===== config.mk =====
export PLATFORM = sky130hd
export DESIGN_NAME = tdm_demux
export DESIGN_NICKNAME = d
export VERILOG_FILES = /design/src/rtl/tdm_pkg.sv /design/src/rtl/tdm_slot_cnt.sv /design/src/rtl/tdm_demux.sv
export SDC_FILE = /design/constraint.sdc
export NUM_CORES = 1
export LEC_CHECK = 0
export ABC_AREA = 1
export CORE_MARGIN = 10
export CORE_UTILIZATION = 46
export CTS_CLUSTER_DIAMETER = 30
export DETAILED_ROUTE_END_ITERATION = 7
export PLACE_DENSITY = 0.73
export REMOVE_ABC_BUFFERS = 1
export SYNTH_ARGS = -nofsm -noshare
export SYNTH_HDL_FRONTEND = slang
export SYNTH_SLANG_ARGS = --single-unit

===== constraint.sdc =====
create_clock -name clk -period 1.5 [get_ports clk]
set_input_delay 0.3 -clock clk [delete_from_list [all_inputs] [get_ports clk]]
set_output_delay 0.3 -clock clk [all_outputs]
set_load 0.01 [all_outputs]

===== src/rtl/tdm_pkg.sv =====
// Shared definitions for the TDM mux/demux pair: frame size, select width and FSM states.
package tdm_pkg;

    // Default number of slots per frame.
    localparam int unsigned TDM_WIDTH = 8;

    // Select width for a given slot count. It is never narrower than one bit,
    // so both ends of the link agree on the width of the select bus.
    function automatic int unsigned selWidth(input int unsigned width);
        return (width > 1) ? $clog2(width) : 1;
    endfunction

    typedef enum logic {
        HUNT,
        RECV
    } tdmState_e;

endpackage


===== src/rtl/tdm_slot_cnt.sv =====
// Slot counter shared by the TDM scanner and demux. Clear has priority over load,
// and load has priority over increment. Increment wraps from WIDTH-1 back to 0.
module tdm_slot_cnt import tdm_pkg::*; #(
    parameter int unsigned WIDTH = TDM_WIDTH,
    parameter int unsigned SEL_W = selWidth(WIDTH)
) (
    input  logic             clk,
    input  logic             rst_n,
    input  logic             clear,
    input  logic             load,
    input  logic             inc,
    output logic [SEL_W-1:0] slot
);

    localparam logic [SEL_W-1:0] LastSlot = SEL_W'(WIDTH - 1);

    // Slot index register.
    always_ff @(posedge clk or negedge rst_n) begin
        if (!rst_n) begin
            slot <= '0;
        end else if (clear) begin
            slot <= '0;
        end else if (load) begin
            slot <= SEL_W'(1);
        end else if (inc) begin
            slot <= (slot == LastSlot) ? '0 : slot + SEL_W'(1);
        end
    end

endmodule


===== src/rtl/tdm_demux.sv =====
// Serial-to-parallel TDM demultiplexer. It aligns to the sync marker on slot 0,
// assembles WIDTH slots into a frame and flags alignment violations.
module tdm_demux import tdm_pkg::*; #(
    parameter int unsigned WIDTH = TDM_WIDTH,
    parameter int unsigned SEL_W = selWidth(WIDTH)
) (
    input  logic             clk,
    input  logic             rst_n,
    input  logic             in_valid,
    input  logic             in_data,
    input  logic             in_sync,
    output logic [SEL_W-1:0] addr,
    output logic [WIDTH-1:0] out_data,
    output logic             out_valid,
    output logic             locked,
    output logic             frame_err
);

    localparam logic [SEL_W-1:0] LastSlot = SEL_W'(WIDTH - 1);

    tdmState_e        stateQ;
    logic [SEL_W-1:0] slot;
    // The last slot goes straight to out_data, so only WIDTH-1 bits are staged.
    logic [WIDTH-2:0] asmQ;
    logic             isSlot0;
    logic             inRecv;
    logic             clearSlot;
    logic             loadSlot;
    logic             incSlot;

    // Slot counter control, decoded from the same conditions as the FSM below.
    always_comb begin
        isSlot0   = (slot == '0);
        inRecv    = (stateQ == RECV);
        // Any accepted sync restarts a frame at slot 1, in both HUNT and RECV.
        loadSlot  = in_valid && in_sync;
        clearSlot = in_valid && inRecv && isSlot0 && !in_sync;
        incSlot   = in_valid && inRecv && !isSlot0 && !in_sync;
    end

    tdm_slot_cnt #(
        .WIDTH (WIDTH),
        .SEL_W (SEL_W)
    ) u_slot_cnt (
        .clk   (clk),
        .rst_n (rst_n),
        .clear (clearSlot),
        .load  (loadSlot),
        .inc   (incSlot),
        .slot  (slot)
    );

    // The slot counter stays at 0 in HUNT, so it can drive addr directly as a register.
    assign addr   = slot;
    assign locked = inRecv;

    // Alignment FSM, frame assembly and registered strobes.
    always_ff @(posedge clk or negedge rst_n) begin
        if (!rst_n) begin
            stateQ    <= HUNT;
            asmQ      <= '0;
            out_data  <= '0;
            out_valid <= 1'b0;
            frame_err <= 1'b0;
        end else begin
            out_valid <= 1'b0;
            frame_err <= 1'b0;
            if (in_valid) begin
                unique case (stateQ)
                    HUNT: begin
                        if (in_sync) begin
                            asmQ[0] <= in_data;
                            stateQ  <= RECV;
                        end
                    end
                    RECV: begin
                        if (isSlot0) begin
                            if (in_sync) begin
                                asmQ[0] <= in_data;
                            end else begin
                                frame_err <= 1'b1;
                                stateQ    <= HUNT;
                            end
                        end else if (in_sync) begin
                            // Early sync: drop the partial frame and restart at slot 0.
                            frame_err <= 1'b1;
                            asmQ[0]   <= in_data;
                        end else if (slot == LastSlot) begin
                            out_data  <= {in_data, asmQ};
                            out_valid <= 1'b1;
                        end else begin
                            asmQ[slot] <= in_data;
                        end
                    end
                    default: stateQ <= HUNT;
                endcase
            end
        end
    end

endmodule


### After elaboration in Yosys (flattened, before gate mapping)

Index checks and enable logic that the tools add are counted.

* reduce and logical (&&, ||, !) cells: 14
* bitwise logic cells: 4
* add/subtract/negate cells: 1
* magnitude comparators: 2
* equal/unequal tests: 2
* muxes and demuxes: 24

Operator list (count)
* 2-to-1 mux 1 bit: 16
* 2-to-1 mux 3 bit: 4
* AND reduction 5 bit: 2
* bitwise mux 7 bit: 1
* logical AND 1 bit: 7
* less-than comparator 3 x 4 -> 1 bit, second input constant: 1
* inequality test 4 bit, second input constant: 1
* NOT 1 bit: 4
* one-hot mux 1 bit (2 select lines): 2
* adder 3 x 1 -> 3 bit, second input constant: 1
* demux 1 bit (select 3 bit): 1
* equality test 3 bit, second input constant: 1
* >= comparator 3 x 1 -> 1 bit, second input constant: 1
* zero test 3 bit: 1
* nonzero test 3 bit: 1
* zero test 1 bit: 2
* AND reduction 2 bit: 1

* input port bits: 5
* word-level logic and storage cells: 54
* output and inout bits: 14
* register bits: 21

### Depth between registers and ports, before layout

* depth in word-level cells: 9
* mapped depth: 9
* gate-level depth less buffers: 9

### Hierarchy

From an unflattened synthesis, not the netlist that was laid out.

* cell total of the unflattened synthesis: 128
* area, all modules: 1084.8 um^2

By module, submodules not included
* tdm_demux: cells each 109, area an instance 915.9 um^2, sequential area each 450.4 um^2, times used 1
* tdm_slot_cnt: cells each 19, area an instance 168.9 um^2, sequential area each 75.1 um^2, times used 1

### Worst setup path after synthesis

OpenSTA, ideal clock, no wires.

* kind: reg-to-reg
* start point: register u_slot_cnt.slot[0]
* end point: register asmQ[6]
* library setup time: 0.123 ns
* period minus slack after synthesis: 1.519 ns
* data required time: 1.377 ns
* stages on the path, launching flop included: 10
* slack: -0.019 ns
* arrival: 1.395 ns
* path buffers: 1
* cells stage by stage: dfrtp_1 -> inv_1 -> ha_1 -> nand2_4 -> nand2_4 -> nor2_8 -> buf_8 -> nand3_2 -> nand2_1 -> o21ai_1

* word-level cells in the longest chain between the ends: 5
* elaborated cells on any way between the ends: 11
* those cells by class: order compare: 2; eq/ne: 1; mux: 3; bitwise: 2; reduce/logical: 3

RTL lines
* from (decl): RTL line tdm_slot_cnt.sv:12 `output logic [SEL_W-1:0] slot`
* from (signal assigned): RTL line tdm_slot_cnt.sv:26 `slot <= (slot == LastSlot) ? '0 : slot + SEL_W'(1);`
* less-than comparator 3 x 4 -> 1 bit (not written as such) / >= comparator 3 x 1 -> 1 bit (equally long branches): RTL line tdm_demux.sv:92 `asmQ[slot] <= in_data;`
* logical AND 1 bit (not written as such): RTL line tdm_demux.sv:92
* 2-to-1 mux 1 bit (not written as such): RTL line tdm_demux.sv:92
* demux 1 bit (select 3 bit): RTL line tdm_demux.sv:92
* bitwise mux 7 bit: RTL line tdm_demux.sv:92
* to (signal, indexed assignment): RTL line tdm_demux.sv:92
* to (decl): RTL line tdm_demux.sv:24 `logic [WIDTH-2:0] asmQ;`

Parallel ways exist; a longest one is shown, timed or not.
A chain may end at the register's enable or synchronous reset.

### Final worst setup path

* start point: register u_slot_cnt.slot[1]
* end point: register u_slot_cnt.slot[2]

* word-level cells in the longest chain between the ends: 5
* elaborated cells on any way between the ends: 13
* those cells by class: add/sub: 1; eq/ne: 1; mux: 4; reduce/logical: 7

RTL lines (RTL line)
* adder 3 x 1 -> 3 bit (tied with other cells): tdm_slot_cnt.sv:26
* 2-to-1 mux 3 bit / zero test 1 bit (equally long branches): tdm_slot_cnt.sv:26, tdm_demux.sv:38
* 2-to-1 mux 3 bit / logical AND 1 bit (equally long branches): tdm_slot_cnt.sv:25, tdm_demux.sv:38
* 2-to-1 mux 3 bit / logical AND 1 bit (equally long branches): tdm_slot_cnt.sv:23, tdm_demux.sv:38
* 2-to-1 mux 3 bit / nonzero test 3 bit (equally long branches)

Parallel ways exist; a longest one is shown, timed or not. The select of a mux whose other input is x is not followed.

==> summary.md <==
| Metric | Value |
|---|---|
| DR vias/cell | `5.25` |
| Largest net degree at the start of global routing | `22` |
| Root buffer cell | `clkbuf_4` |
| Min-delay worst type | `primary input to asynchronous set/reset pin` |
| Power Dens Cells | `1310 mW/mm²` |
| Max cap viols | `0` |
| Clock Pin Slew Worst Setup and Hold Paths | `0.12 ns` |
| ANT cells | `0` |
| Core Region | `0.00221 mm²` |
| H-Tree Depth | `1` |
| Filler instances | `199` |
| Die Span X | `68.1 µm` |
| Clk Latency, worst-skew pair | `0.31 ns` |
| Slew headroom | `80.2%` |
| Post-route cell area | `0.00153 mm²` |
| Number of synthesized flops with an enable pin | `0` |
| Layout Skew | `0.00768 ns` |
| Total CTS buffers | `3` |
| Cells after Synth | `125` |
| Fraction of layout cells with a size suffix above 1 | `29.3%` |
| Hold Violations, Final | `0` |
| Final WL | `2720 µm` |
| Clock Tree Buf Depth | `2` |
| Yosys top cell by area | `dfrtp_1` |
| GR Util All Layers | `12.1%` |
| Starting Density | `48.2%` |
| Synth unique cells | `16` |
| Fin worst setup slack | `0.00299 ns` |
| Drt initial violations | `45` |
| Total gr overflow | `0` |
| Port-buffer cells | `18` |
| Arr. time, crit path | `1.72 ns` |
| Placed wire-length estimate | `1930 µm` |
| Final design utilization | `69.1%` |
| Nets@finish | `178` |
| Worst-Margin Slew | `0.297 ns` |
| GP Congestion | `0.859` |
| Finish-stage setup viols | `0` |
| DRC | `0` |
| Worst Setup Start Kind | `flip-flop` |
| RSZ-0062 raised after global routing | `yes` |
| CTS tree | `yes` |
| Slew Limit Fails | `0` |
| Die ar. | `0.00464 mm²` |
| Vias | `1024` |
| Number of synthesis warnings | `0` |
| Synth top area share | `49.3%` |
| Hold_buf cts | `0` |
| Routed Antenna Nets | `0` |
| Mean Syn Cell Area | `8.53 µm²` |
| FF+latch count, synth | `21` |
| Seq/Total Area, Yosys | `49.3%` |
| Tcrit/Tclk final | `99.8%` |
| Initial antenna violation count | `0` |
| Place WS | `-0.0445 ns` |
| Crit Path Class | `flip-flop to flip-flop` |
| Leak pwr | `0.838 nW` |
| I/O pin cnt | `19` |
| DR pass1 iterations | `4` |
| Vias in the first global route | `1002` |
| Minimum clock period | `1.50 ns` |
| Post-synth ARST share | `100%` |
| Avg WL per Cell | `13.9 µm` |
| CP endpoint kind | `flip-flop` |
| Post-Syn Area | `0.00107 mm²` |
| Top cells by count, synth | `nand2_1 (37), dfrtp_1 (21), nand3_1 (18)` |
| First-pass GRT wire length | `4360 µm` |
| Max VDD drop | `1.02 mV` |
| Clk sink count | `21` |
| Die Ht | `68.1 µm` |
| Crit Path Max Fanout | `6` |
| # rows | `17` |
| Area delta synth->final | `43.3%` |
| Most frequent cell after synthesis | `nand2_1` |
| Top post-synthesis cells by area | `dfrtp_1 (49%), nand2_1 (13%), nand3_1 (8.5%)` |
| Peak Freq | `0.668 GHz` |
| Critical path required time | `1.72 ns` |
| Most common flop cell mapped by yosys | `dfrtp_1` |
| Placed cell areas | `0.00137 mm²` |
| Status | `finished clean` |
==> repair_timing <==
action / in CTS / in global routing
setup endpoints to repair: 25 / 20
endpoints found under the hold margin: 0 / 0
pin swaps: 0 / 9
setup buffers: 2 / 4
resized for setup: 16 / 25
gates cloned: 1 / 1
==> final cells by class <==
cell class	instances	area [µm²]	share of cell area, %
sequential	21	526	34.4
clock buffer	3	22.5	1.47
multi-input combinational	94	578	37.8
inverter	10	37.5	2.46
tap	28	35.0	2.29
clock inverter	1	5.00	0.328
timing repair buffer	38	324	21.2
==> worst paths after layout <==
check | startpoint | to | slack, ns | cells after the start
max | u_slot_cnt.slot[1] | u_slot_cnt.slot[2] | 0.003 | 8
min in group clk | out_data[6] | out_data[6] | 0.50 | 2
max in group asynchronous | rst_n | out_data[6] | 0.96 | 2
min reg2reg | out_data[6] | out_data[6] | 0.50 | 2
min | rst_n | frame_err | 0.32 | 2
max reg2reg | u_slot_cnt.slot[1] | u_slot_cnt.slot[2] | 0.003 | 8
==> cell usage in the layout (no fill, tap or decap), drive strengths merged <==
cell type / instances
buf: 20
nand2: 42
nor2: 8
o21ai: 13
clkbuf: 4
clkinv: 1
dlymetal6s2s: 1
clkdlybuf4s50: 4
inv: 10
dfrtp: 21
nand3: 19
ha: 5
dlygate4sd2: 12
nor3: 7
==> stage by stage <==
stage / power, W / TNS (ns) / instances / hold slack (ns)
final: 0.00200 / 0 / 195 / 0.317
after CTS: 0.00181 / 0 / 190 / 0.323
after global routing: 0.00216 / -0.625 / 195 / 0.331
after floorplan: 0.00116 / -0.0891 / 123 / 0.00441
after detailed placement: 0.00151 / -0.339 / 183 / 0.461
after global placement: 0.00148 / 0 / 183 / 0.458
==> layer usage <==
layer  share of wire [%]  vias to the layer above  global-route usage (%)
met3                 7.4                        4                    3.59
met5                   0                        -                       0
li1                    -                      497                       -
met2                  52                       29                    20.9
met4                 1.1                        0                    5.28
met1                  39                      494                    13.4
==> report_power, final <==
| part | internal (W) | leakage [nW] | switching, W | total (W) |
|---|---|---|---|---|
| clock network | 0.0000995 | 0.0177 | 0.000174 | 0.000274 |
| logic | 0.000463 | 0.538 | 0.000540 | 0.00100 |
| registers | 0.000659 | 0.283 | 0.0000656 | 0.000724 |
| total | 0.00122 | 0.838 | 0.000779 | 0.00200 |
==> flip-flops by register name (all words and copies together), names as in the netlist <==
name             count
out_data             8
asmQ                 7
u_slot_cnt.slot      3
frame_err            1
locked               1
out_valid            1
==> kinds of logic after synthesis <==
family,after synthesis,share of synthesized area (%)
adders and majority gates,5,5.87
and+or+nand+nor,74,33.5
buffers and inverters,12,5.28
DFF,21,49.3
AOI/OAI and AO/OA,13,6.10
==> critical path, stage by stage (launching register included) <==
cell and delay (ns):
dfrtp_1 0.44, inv_2 0.08, ha_4 0.18, nand2_8 0.08, nand2_8 0.08, nor2_4 0.28
buf_6 0.15, nand2_1 0.05, o21ai_0 0.08
Power figures use the tool's default switching activity.
